## src/rtl/triangle_assembler_if.sv

```systemverilog
// Vertex FIFO and rasterizer handshake bundle for the triangle assembler.
interface triangle_assembler_if;
  logic        fifo_empty;
  logic [95:0] vertex_in;
  logic [95:0] color_in;
  logic        fifo_pop;
  logic [1:0]  prim_mode;
  logic        begin_prim;
  logic        tri_valid;
  logic        tri_ready;
  logic [95:0] tri_v0;
  logic [95:0] tri_v1;
  logic [95:0] tri_v2;
  logic [95:0] tri_c0;
  logic [95:0] tri_c1;
  logic [95:0] tri_c2;
  logic [15:0] tri_count;
  logic        busy;

  modport slave (
    input  fifo_empty, vertex_in, color_in, prim_mode, begin_prim, tri_ready,
    output fifo_pop, tri_valid, tri_v0, tri_v1, tri_v2,
           tri_c0, tri_c1, tri_c2, tri_count, busy
  );

  modport master (
    output fifo_empty, vertex_in, color_in, prim_mode, begin_prim, tri_ready,
    input  fifo_pop, tri_valid, tri_v0, tri_v1, tri_v2,
           tri_c0, tri_c1, tri_c2, tri_count, busy
  );
endinterface

```

## src/rtl/triangle_assembler.sv

```systemverilog
// Assembles triangles from a vertex/color FIFO in triangle-list, strip or fan
// order and hands them to the rasterizer over a valid/ready handshake.
module triangle_assembler (
  input logic             clk,
  input logic             reset,
  triangle_assembler_if.slave bus
);
  typedef enum logic {COLLECT, EMIT} state_e;
  localparam logic [1:0] MODE_TRI   = 2'b00;
  localparam logic [1:0] MODE_STRIP = 2'b01;
  localparam logic [1:0] MODE_FAN   = 2'b10;

  state_e        state_q, state_d;
  logic [1:0]    vcount_q, vcount_d;
  logic          parity_q, parity_d;
  logic [1:0]    mode_q, mode_d;
  logic [15:0]   count_q, count_d;
  logic [191:0]  slot_a_q, slot_a_d, slot_b_q, slot_b_d, slot_c_q, slot_c_d;
  logic [191:0]  emit0_q, emit0_d, emit1_q, emit1_d, emit2_q, emit2_d;
  logic [191:0]  head;
  logic          pop;
  logic          is_strip, is_fan;

  assign head     = {bus.vertex_in, bus.color_in};
  assign is_strip = (mode_q == MODE_STRIP);
  assign is_fan   = (mode_q == MODE_FAN);

  always_comb begin
    state_d  = state_q;
    vcount_d = vcount_q;
    parity_d = parity_q;
    mode_d   = mode_q;
    count_d  = count_q;
    slot_a_d = slot_a_q;
    slot_b_d = slot_b_q;
    slot_c_d = slot_c_q;
    emit0_d  = emit0_q;
    emit1_d  = emit1_q;
    emit2_d  = emit2_q;
    pop      = 1'b0;

    if (state_q == COLLECT) begin
      pop = !reset && !bus.fifo_empty && !bus.begin_prim;
      if (pop) begin
        case (vcount_q)
          2'd0: begin
            slot_a_d = head;
            vcount_d = 2'd1;
          end
          2'd1: begin
            slot_b_d = head;
            vcount_d = 2'd2;
          end
          2'd2: begin
            slot_c_d = head;
            vcount_d = 2'd3;
            state_d  = EMIT;
          end
          default: begin
            // Steady state of strip/fan: fan keeps its pivot vertex in A.
            if (!is_fan) slot_a_d = slot_b_q;
            slot_b_d = slot_c_q;
            slot_c_d = head;
            state_d  = EMIT;
          end
        endcase
        if (state_d == EMIT) begin
          // Odd strip triangles swap the first two vertices to keep winding.
          if (is_strip && parity_q) begin
            emit0_d = slot_b_d;
            emit1_d = slot_a_d;
          end else begin
            emit0_d = slot_a_d;
            emit1_d = slot_b_d;
          end
          emit2_d = slot_c_d;
        end
      end
    end else if (bus.tri_ready) begin
      state_d = COLLECT;
      count_d = count_q + 16'd1;
      if (is_strip) parity_d = !parity_q;
      if (!is_strip && !is_fan) vcount_d = 2'd0;
    end

    if (bus.begin_prim) begin
      mode_d   = bus.prim_mode;
      vcount_d = 2'd0;
      parity_d = 1'b0;
      state_d  = COLLECT;
    end
  end

  always_ff @(posedge clk) begin
    if (reset) begin
      state_q  <= COLLECT;
      vcount_q <= 2'd0;
      parity_q <= 1'b0;
      mode_q   <= MODE_TRI;
      count_q  <= 16'd0;
      emit0_q  <= '0;
      emit1_q  <= '0;
      emit2_q  <= '0;
    end else begin
      state_q  <= state_d;
      vcount_q <= vcount_d;
      parity_q <= parity_d;
      mode_q   <= mode_d;
      count_q  <= count_d;
      emit0_q  <= emit0_d;
      emit1_q  <= emit1_d;
      emit2_q  <= emit2_d;
    end
  end

  always_ff @(posedge clk) begin
    slot_a_q <= slot_a_d;
    slot_b_q <= slot_b_d;
    slot_c_q <= slot_c_d;
  end

  assign bus.fifo_pop  = pop;
  assign bus.tri_valid = (state_q == EMIT);
  assign bus.tri_v0    = emit0_q[191:96];
  assign bus.tri_c0    = emit0_q[95:0];
  assign bus.tri_v1    = emit1_q[191:96];
  assign bus.tri_c1    = emit1_q[95:0];
  assign bus.tri_v2    = emit2_q[191:96];
  assign bus.tri_c2    = emit2_q[95:0];
  assign bus.tri_count = count_q;
  assign bus.busy      = (vcount_q != 2'd0) || (state_q == EMIT);
endmodule

```

## src/flat_wrapper.sv

```systemverilog
// flat-port wrapper written by rule: the top's interface ports become plain ports
module triangle_assembler_flat 
  (clk, reset, bus_fifo_empty, bus_vertex_in, bus_color_in, bus_prim_mode, bus_begin_prim, bus_tri_ready, bus_fifo_pop, bus_tri_valid, bus_tri_v0, bus_tri_v1, bus_tri_v2, bus_tri_c0, bus_tri_c1, bus_tri_c2, bus_tri_count, bus_busy);
  triangle_assembler_if bus_i ();
  input logic clk;
  input logic reset;
  input wire logic [$bits(bus_i.fifo_empty)-1:0] bus_fifo_empty;
  input wire logic [$bits(bus_i.vertex_in)-1:0] bus_vertex_in;
  input wire logic [$bits(bus_i.color_in)-1:0] bus_color_in;
  input wire logic [$bits(bus_i.prim_mode)-1:0] bus_prim_mode;
  input wire logic [$bits(bus_i.begin_prim)-1:0] bus_begin_prim;
  input wire logic [$bits(bus_i.tri_ready)-1:0] bus_tri_ready;
  output wire logic [$bits(bus_i.fifo_pop)-1:0] bus_fifo_pop;
  output wire logic [$bits(bus_i.tri_valid)-1:0] bus_tri_valid;
  output wire logic [$bits(bus_i.tri_v0)-1:0] bus_tri_v0;
  output wire logic [$bits(bus_i.tri_v1)-1:0] bus_tri_v1;
  output wire logic [$bits(bus_i.tri_v2)-1:0] bus_tri_v2;
  output wire logic [$bits(bus_i.tri_c0)-1:0] bus_tri_c0;
  output wire logic [$bits(bus_i.tri_c1)-1:0] bus_tri_c1;
  output wire logic [$bits(bus_i.tri_c2)-1:0] bus_tri_c2;
  output wire logic [$bits(bus_i.tri_count)-1:0] bus_tri_count;
  output wire logic [$bits(bus_i.busy)-1:0] bus_busy;
  assign bus_i.fifo_empty = bus_fifo_empty;
  assign bus_i.vertex_in = bus_vertex_in;
  assign bus_i.color_in = bus_color_in;
  assign bus_i.prim_mode = bus_prim_mode;
  assign bus_i.begin_prim = bus_begin_prim;
  assign bus_i.tri_ready = bus_tri_ready;
  assign bus_fifo_pop = bus_i.fifo_pop;
  assign bus_tri_valid = bus_i.tri_valid;
  assign bus_tri_v0 = bus_i.tri_v0;
  assign bus_tri_v1 = bus_i.tri_v1;
  assign bus_tri_v2 = bus_i.tri_v2;
  assign bus_tri_c0 = bus_i.tri_c0;
  assign bus_tri_c1 = bus_i.tri_c1;
  assign bus_tri_c2 = bus_i.tri_c2;
  assign bus_tri_count = bus_i.tri_count;
  assign bus_busy = bus_i.busy;
  triangle_assembler u_core (.clk(clk), .reset(reset), .bus(bus_i));
endmodule
```

## config.mk

```make
export PLATFORM = sky130hd
export DESIGN_NAME = triangle_assembler_flat
export DESIGN_NICKNAME = d
export VERILOG_FILES = /design/src/rtl/triangle_assembler_if.sv /design/src/rtl/triangle_assembler.sv /design/src/flat_wrapper.sv
export SDC_FILE = /design/constraint.sdc
export NUM_CORES = 2
export LEC_CHECK = 0
export ABC_AREA = 1
export CORE_MARGIN = 2
export CORE_UTILIZATION = 55
export CTS_BUF_LIST = sky130_fd_sc_hd__clkbuf_4
export DETAILED_ROUTE_END_ITERATION = 6
export PLACE_DENSITY = 0.8
export SLEW_MARGIN = 20
export SYNTH_ARGS = -nofsm -noshare
export SYNTH_HDL_FRONTEND = slang
export SYNTH_SLANG_ARGS = --single-unit
```

## constraint.sdc

```tcl
create_clock -name clk -period 14.25 [get_ports clk]
set_input_delay 2.85 -clock clk [delete_from_list [all_inputs] [get_ports clk]]
set_output_delay 2.85 -clock clk [all_outputs]
set_load 0.01 [all_outputs]
```

## Word level (Yosys, flattened, before mapping)

Index checks and enable logic that the tools add are counted.
W data, S select, Z words.

- Muxes and demuxes: 18
- Bitwise operators: 1
- Eq/ne operators: 6
- Reductions and logical operators: 24
- Add/sub/neg operators: 1

Operators by type and width:

| cell | count |
|---|---|
| $mux W192 | 4 |
| $pmux W192 S2 | 2 |
| $add A16 B1 Y16 const B | 1 |
| $mux W2 | 4 |
| $reduce_or A2 Y1 | 4 |
| $mux W1 | 7 |
| $logic_not A1 Y1 | 6 |
| $pmux W2 S3 | 1 |
| $reduce_and A3 Y1 | 2 |
| $eq A2 B1 Y1 const B | 2 |
| $eq A2 B2 Y1 const B | 2 |
| $logic_and A1 B1 Y1 | 4 |
| $ne A2 B2 Y1 const B | 2 |
| $reduce_and A2 Y1 | 2 |
| $reduce_and A4 Y1 | 1 |
| $reduce_bool A2 Y1 | 2 |
| $reduce_bool A4 Y1 | 1 |
| $logic_not A2 Y1 | 1 |
| $logic_or A1 B1 Y1 | 1 |
| $not A1 Y1 | 1 |

- Register bits after elaboration: 1,174
- Output and inout port bits: 595
- Input port bits: 199
- Word-level logic and storage cells: 61

## Longest topological paths before layout

- Depth after elaboration: 7
- Depth in mapped cells: 13
- Gate-level depth less buffers: 9

## Worst setup path after synthesis

OpenSTA, ideal clock, no wires.

- Path type: input -> output
- Start point: input port reset
- End point: output port bus_fifo_pop
- Required time: 11,400 ps
- Setup slack: 2,106 ps
- Buffers on the path: 1
- Cell stages on the path: 4
- Arrival time: 9,294 ps
- Path through: buf_2 > nor2_4 > nand2_1 > inv_2

- Cells in the longest elaborated chain, start to end: 4

Ends and longest elaborated chain:

| what | line | text |
|---|---|---|
| start: declaration | flat_wrapper.sv:6 | `input logic reset;` |
| $logic_not A1 Y1 | triangle_assembler.sv:43 | `pop = !reset && !bus.fifo_empty && !bus.begin_prim;` |
| $logic_and A1 B1 Y1 (2 in a row) | triangle_assembler.sv:43 |  |
| $mux W1 | triangle_assembler.sv:42 | `if (state_q == COLLECT) begin` |
| end: declaration | flat_wrapper.sv:13 | `output wire logic [$bits(bus_i.fifo_pop)-1:0] bus_fifo_pop;` |

No other way between the ends.

## Worst setup path in the final report

- Start point: input port bus_begin_prim
- End point: output port bus_fifo_pop

- Cells in the longest elaborated chain, start to end: 3

Ends and longest elaborated chain:

| what | line | text |
|---|---|---|
| start: declaration | flat_wrapper.sv:11 | `input wire logic [$bits(bus_i.begin_prim)-1:0] bus_begin_prim;` |
| $logic_not A1 Y1 | triangle_assembler.sv:43 |  |
| $logic_and A1 B1 Y1 | triangle_assembler.sv:43 |  |
| $mux W1 | triangle_assembler.sv:42 |  |

No other way between the ends.

==> flow_summary.json <==
{
  "drt_pass1_iterations": 7,
  "rows": 121,
  "ys_ff_latch": 1174,
  "slowest_delay_ns": 0.92,
  "nFillCells": 9038,
  "fp.dieW_um": 334,
  "rsz0062_at_grt": "no",
  "worst_setup_path_start_kind": "input port",
  "maxSlewHeadroom_pct": 21.9,
  "synth_nets": 7689,
  "grtUsageMet2_pct": 54.4,
  "yosysMostFrequentCell": "nand2_1",
  "drt-wirelength-per-cell_um": 20.6,
  "clock_latency_ns": 1.26,
  "final_cell_area_sq_um": 71800,
  "slowest_stage": "clkdlybuf4s50_1",
  "fin_worst_skew_ns": 0.126,
  "drc": 1,
  "status": "complete, but fails checks",
  "min_path_type": "flip-flop to flip-flop",
  "root_buffer": "clkbuf_4",
  "fin_crit_ns": 8.15,
  "synthCells": 7482,
  "cts_resized": 0,
  "netlist_area_sq_um": 60000,
  "yosys-top-cells-count": "nand2_1 (2,326), nand3_1 (1,349), dfxtp_1 (598)",
  "cts_made_buffers": 327,
  "hold_buffers": 0,
  "place_area_sq_um": 67500,
  "max_freq_mhz": 123,
  "met1_usage_pct": 43.0,
  "drive_gt1_share_pct": 7.59,
  "reg2regPathDepth": 11,
  "overflow": 0,
  "grt_pass1_vias": 54945,
  "ir_worst_vdd_mv": 0.0759,
  "postCtsSetupBuffers": 0,
  "cts_max_level": 5,
  "worstMarginPinSlew_ns": 1.17,
  "syn_area_per_cell_sq_um": 8.01,
  "p_leak_nw": 28.6,
  "rr_startpoint": "u_core.bus.tri_valid",
  "crit_family": "buffers and inverters",
  "hp-start": "u_core.emit2_q[99]",
  "place_hpwl_mm": 119,
  "area_delta_synth_final_pct": 19.8,
  "grtUsageMet3_pct": 8.02,
  "max_cap_viol_count": 0,
  "finalHoldViolCount": 0,
  "finalCritPeriodShare_pct": 57.2,
  "whs_endpoint": "u_core.emit2_q[99]",
  "r2r-end": "u_core.emit1_q[140]",
  "routabilityCongestion": 0.893,
  "antenna_left": 0,
  "synth_top_area_cell": "edfxtp_1",
  "drtIter0Drc": 6390,
  "antenna_found_initial": 35,
  "grt_pass1_wl_mm": 309,
  "critPathKind": "input port to output pin",
  "initial_core_util_pct": 55.2,
  "synthArstFlopShare_pct": 0,
  "track_usage_pct": 34.9,
  "powerDensity_nw_per_um2": 103,
  "cp_common_cell": "clkdlybuf4s50_1",
  "synth_top_cell_area_share_pct": 28.8,
  "grt.busiest_layer": "met2",
  "crit_arrival_ns": 5.30,
  "violations": "DRC",
  "critPathRequiredTime_ns": 11.40,
  "cts_tree": "built",
  "yosysWarnings": 0,
  "clock-sinks": 1174,
  "crit_path_max_fanout": 107,
  "dieArea_sq_um": 112000,
  "finalSetupTns_ns": 0,
  "cp-end-kind": "output pin",
  "vias_per_cell": 5.93,
  "numPortBuffers": 793,
  "drt-total-wl_mm": 201,
  "setup_viol": 0,
  "ys_seq_area_share_pct": 48.8,
  "finalMaxSlewViolations": 0,
  "synth_edf_count": 576,
  "synth_flop_cell": "dfxtp_1",
  "fin_nets": 8270,
  "vias": 57822,
  "yosys-top-cells-area": "edfxtp_1 (29%), dfxtp_1 (20%), nand2_1 (15%)",
  "ctsLongestPathBuffers": 4,
  "path_cells": "clkdlybuf4s50_1, nor2_4, nand2_1, inv_8, clkdlybuf4s50_1",
  "io_pins": 794,
  "core_sq_um": 109000,
  "path_clk_slew_ns": 0.06,
  "die_h_um": 334,
  "holdPathStages": 2,
  "grt_max_degree": 285,
  "cp.depth": 5,
  "crit_buf_inv": 3,
  "synth.distinct_cells": 31,
  "rrSetupSlack_ns": 8.60
}
==> where the power goes <==
part | total (W) | switching (W) | internal [W]
logic | 0.000593 | 0.000379 | 0.000215
clock network | 0.00317 | 0.00147 | 0.00170
registers | 0.00366 | 0.0000449 | 0.00362
total | 0.00743 | 0.00189 | 0.00554
==> tightest hold or removal path, stage by stage, from the launching register on <==
cell	delay (ns)
dfxtp_1	0.31
nand2_1	0.06
a21oi_1	0.05
==> layer usage <==
metal	wire (um)	vias up
li1	-	26894
met5	126	-
met2	92400	3391
met3	20400	644
met4	12900	18
met1	75400	26875
==> through the flow <==
stage | total power (W) | std cells | setup WS [ns] | hold WS (ns) | utilization [%]
2_1_floorplan | 0.00409 | 7482 | 2.11 | 0.451 | -
3_3_place_gp | 0.00430 | 9147 | 5.62 | 0.452 | 62.2
3_5_place_dp | 0.00432 | 9147 | 5.52 | 0.455 | 62.2
4_1_cts | 0.00746 | 9726 | 6.22 | 0.465 | 66.1
5_1_grt | 0.00771 | 9751 | 6.08 | 0.487 | 66.2
6_report | 0.00743 | 9752 | 6.10 | 0.463 | 66.2
==> worst max-delay path by stage <==
| stage | end | startpoint |
|---|---|---|
| after floorplan | bus_fifo_pop | reset |
| after global placement | u_core.emit1_q[191] | bus_begin_prim |
| after detailed placement | u_core.emit1_q[191] | bus_begin_prim |
| after CTS | bus_fifo_pop | bus_begin_prim |
| after global routing | bus_fifo_pop | bus_begin_prim |
| final | bus_fifo_pop | bus_begin_prim |
==> placed cells by master (no fill, tap or decap), drive strengths merged <==
cell type      count
nand4              1
nor3               4
clkinv            50
diode             25
o211ai           382
nand3           1349
nand2           2337
inv              418
o21bai             2
buf               55
a21oi            205
xor2               2
ha                 8
clkbuf           522
edfxtp           576
clkinvlp           1
o21a             573
nor3b              3
or2                1
dfxtp            598
o21ai            206
clkdlybuf4s50    792
nor2              34
bufinv             3
and2             191
==> layout make-up <==
| class | count | area (sq um) | share of cell area, % |
|---|---|---|---|
| sequential | 1174 | 29300 | 40.7 |
| multi-input combinational | 5298 | 26400 | 36.8 |
| timing repair buffer | 848 | 8470 | 11.8 |
| clock buffer | 521 | 3910 | 5.45 |
| tap | 1414 | 1770 | 2.46 |
| inverter | 414 | 1620 | 2.25 |
| clock inverter | 58 | 320 | 0.446 |
| antenna | 25 | 62.6 | 0.0871 |
==> registers in the layout (all words and copies together), names as in the netlist <==
| signal | flops |
|---|---|
| u_core.slot_b_q | 192 |
| u_core.slot_a_q | 192 |
| u_core.mode_q | 2 |
| u_core.emit2_q | 192 |
| u_core.emit0_q | 192 |
| u_core.emit1_q | 192 |
| u_core.vcount_q | 2 |
| u_core.bus.tri_count | 16 |
| u_core.slot_c_q | 192 |
| u_core.parity_q | 1 |
| u_core.bus.tri_valid | 1 |
==> cells by family (layout without fill, tap and decap cells) <==
family	Yosys count	after routing	share of synthesized area, %
adders and majority gates	8	8	0.167
xor gates and xnor gates	2	2	0.0292
AOI/OAI and AO/OA	1368	1368	15.5
and+or+nand+nor	3920	3920	28.3
other	0	25	0
buffers and inverters	1010	1841	7.25
DFF	1174	1174	48.8
Power figures use the tool's default switching activity.
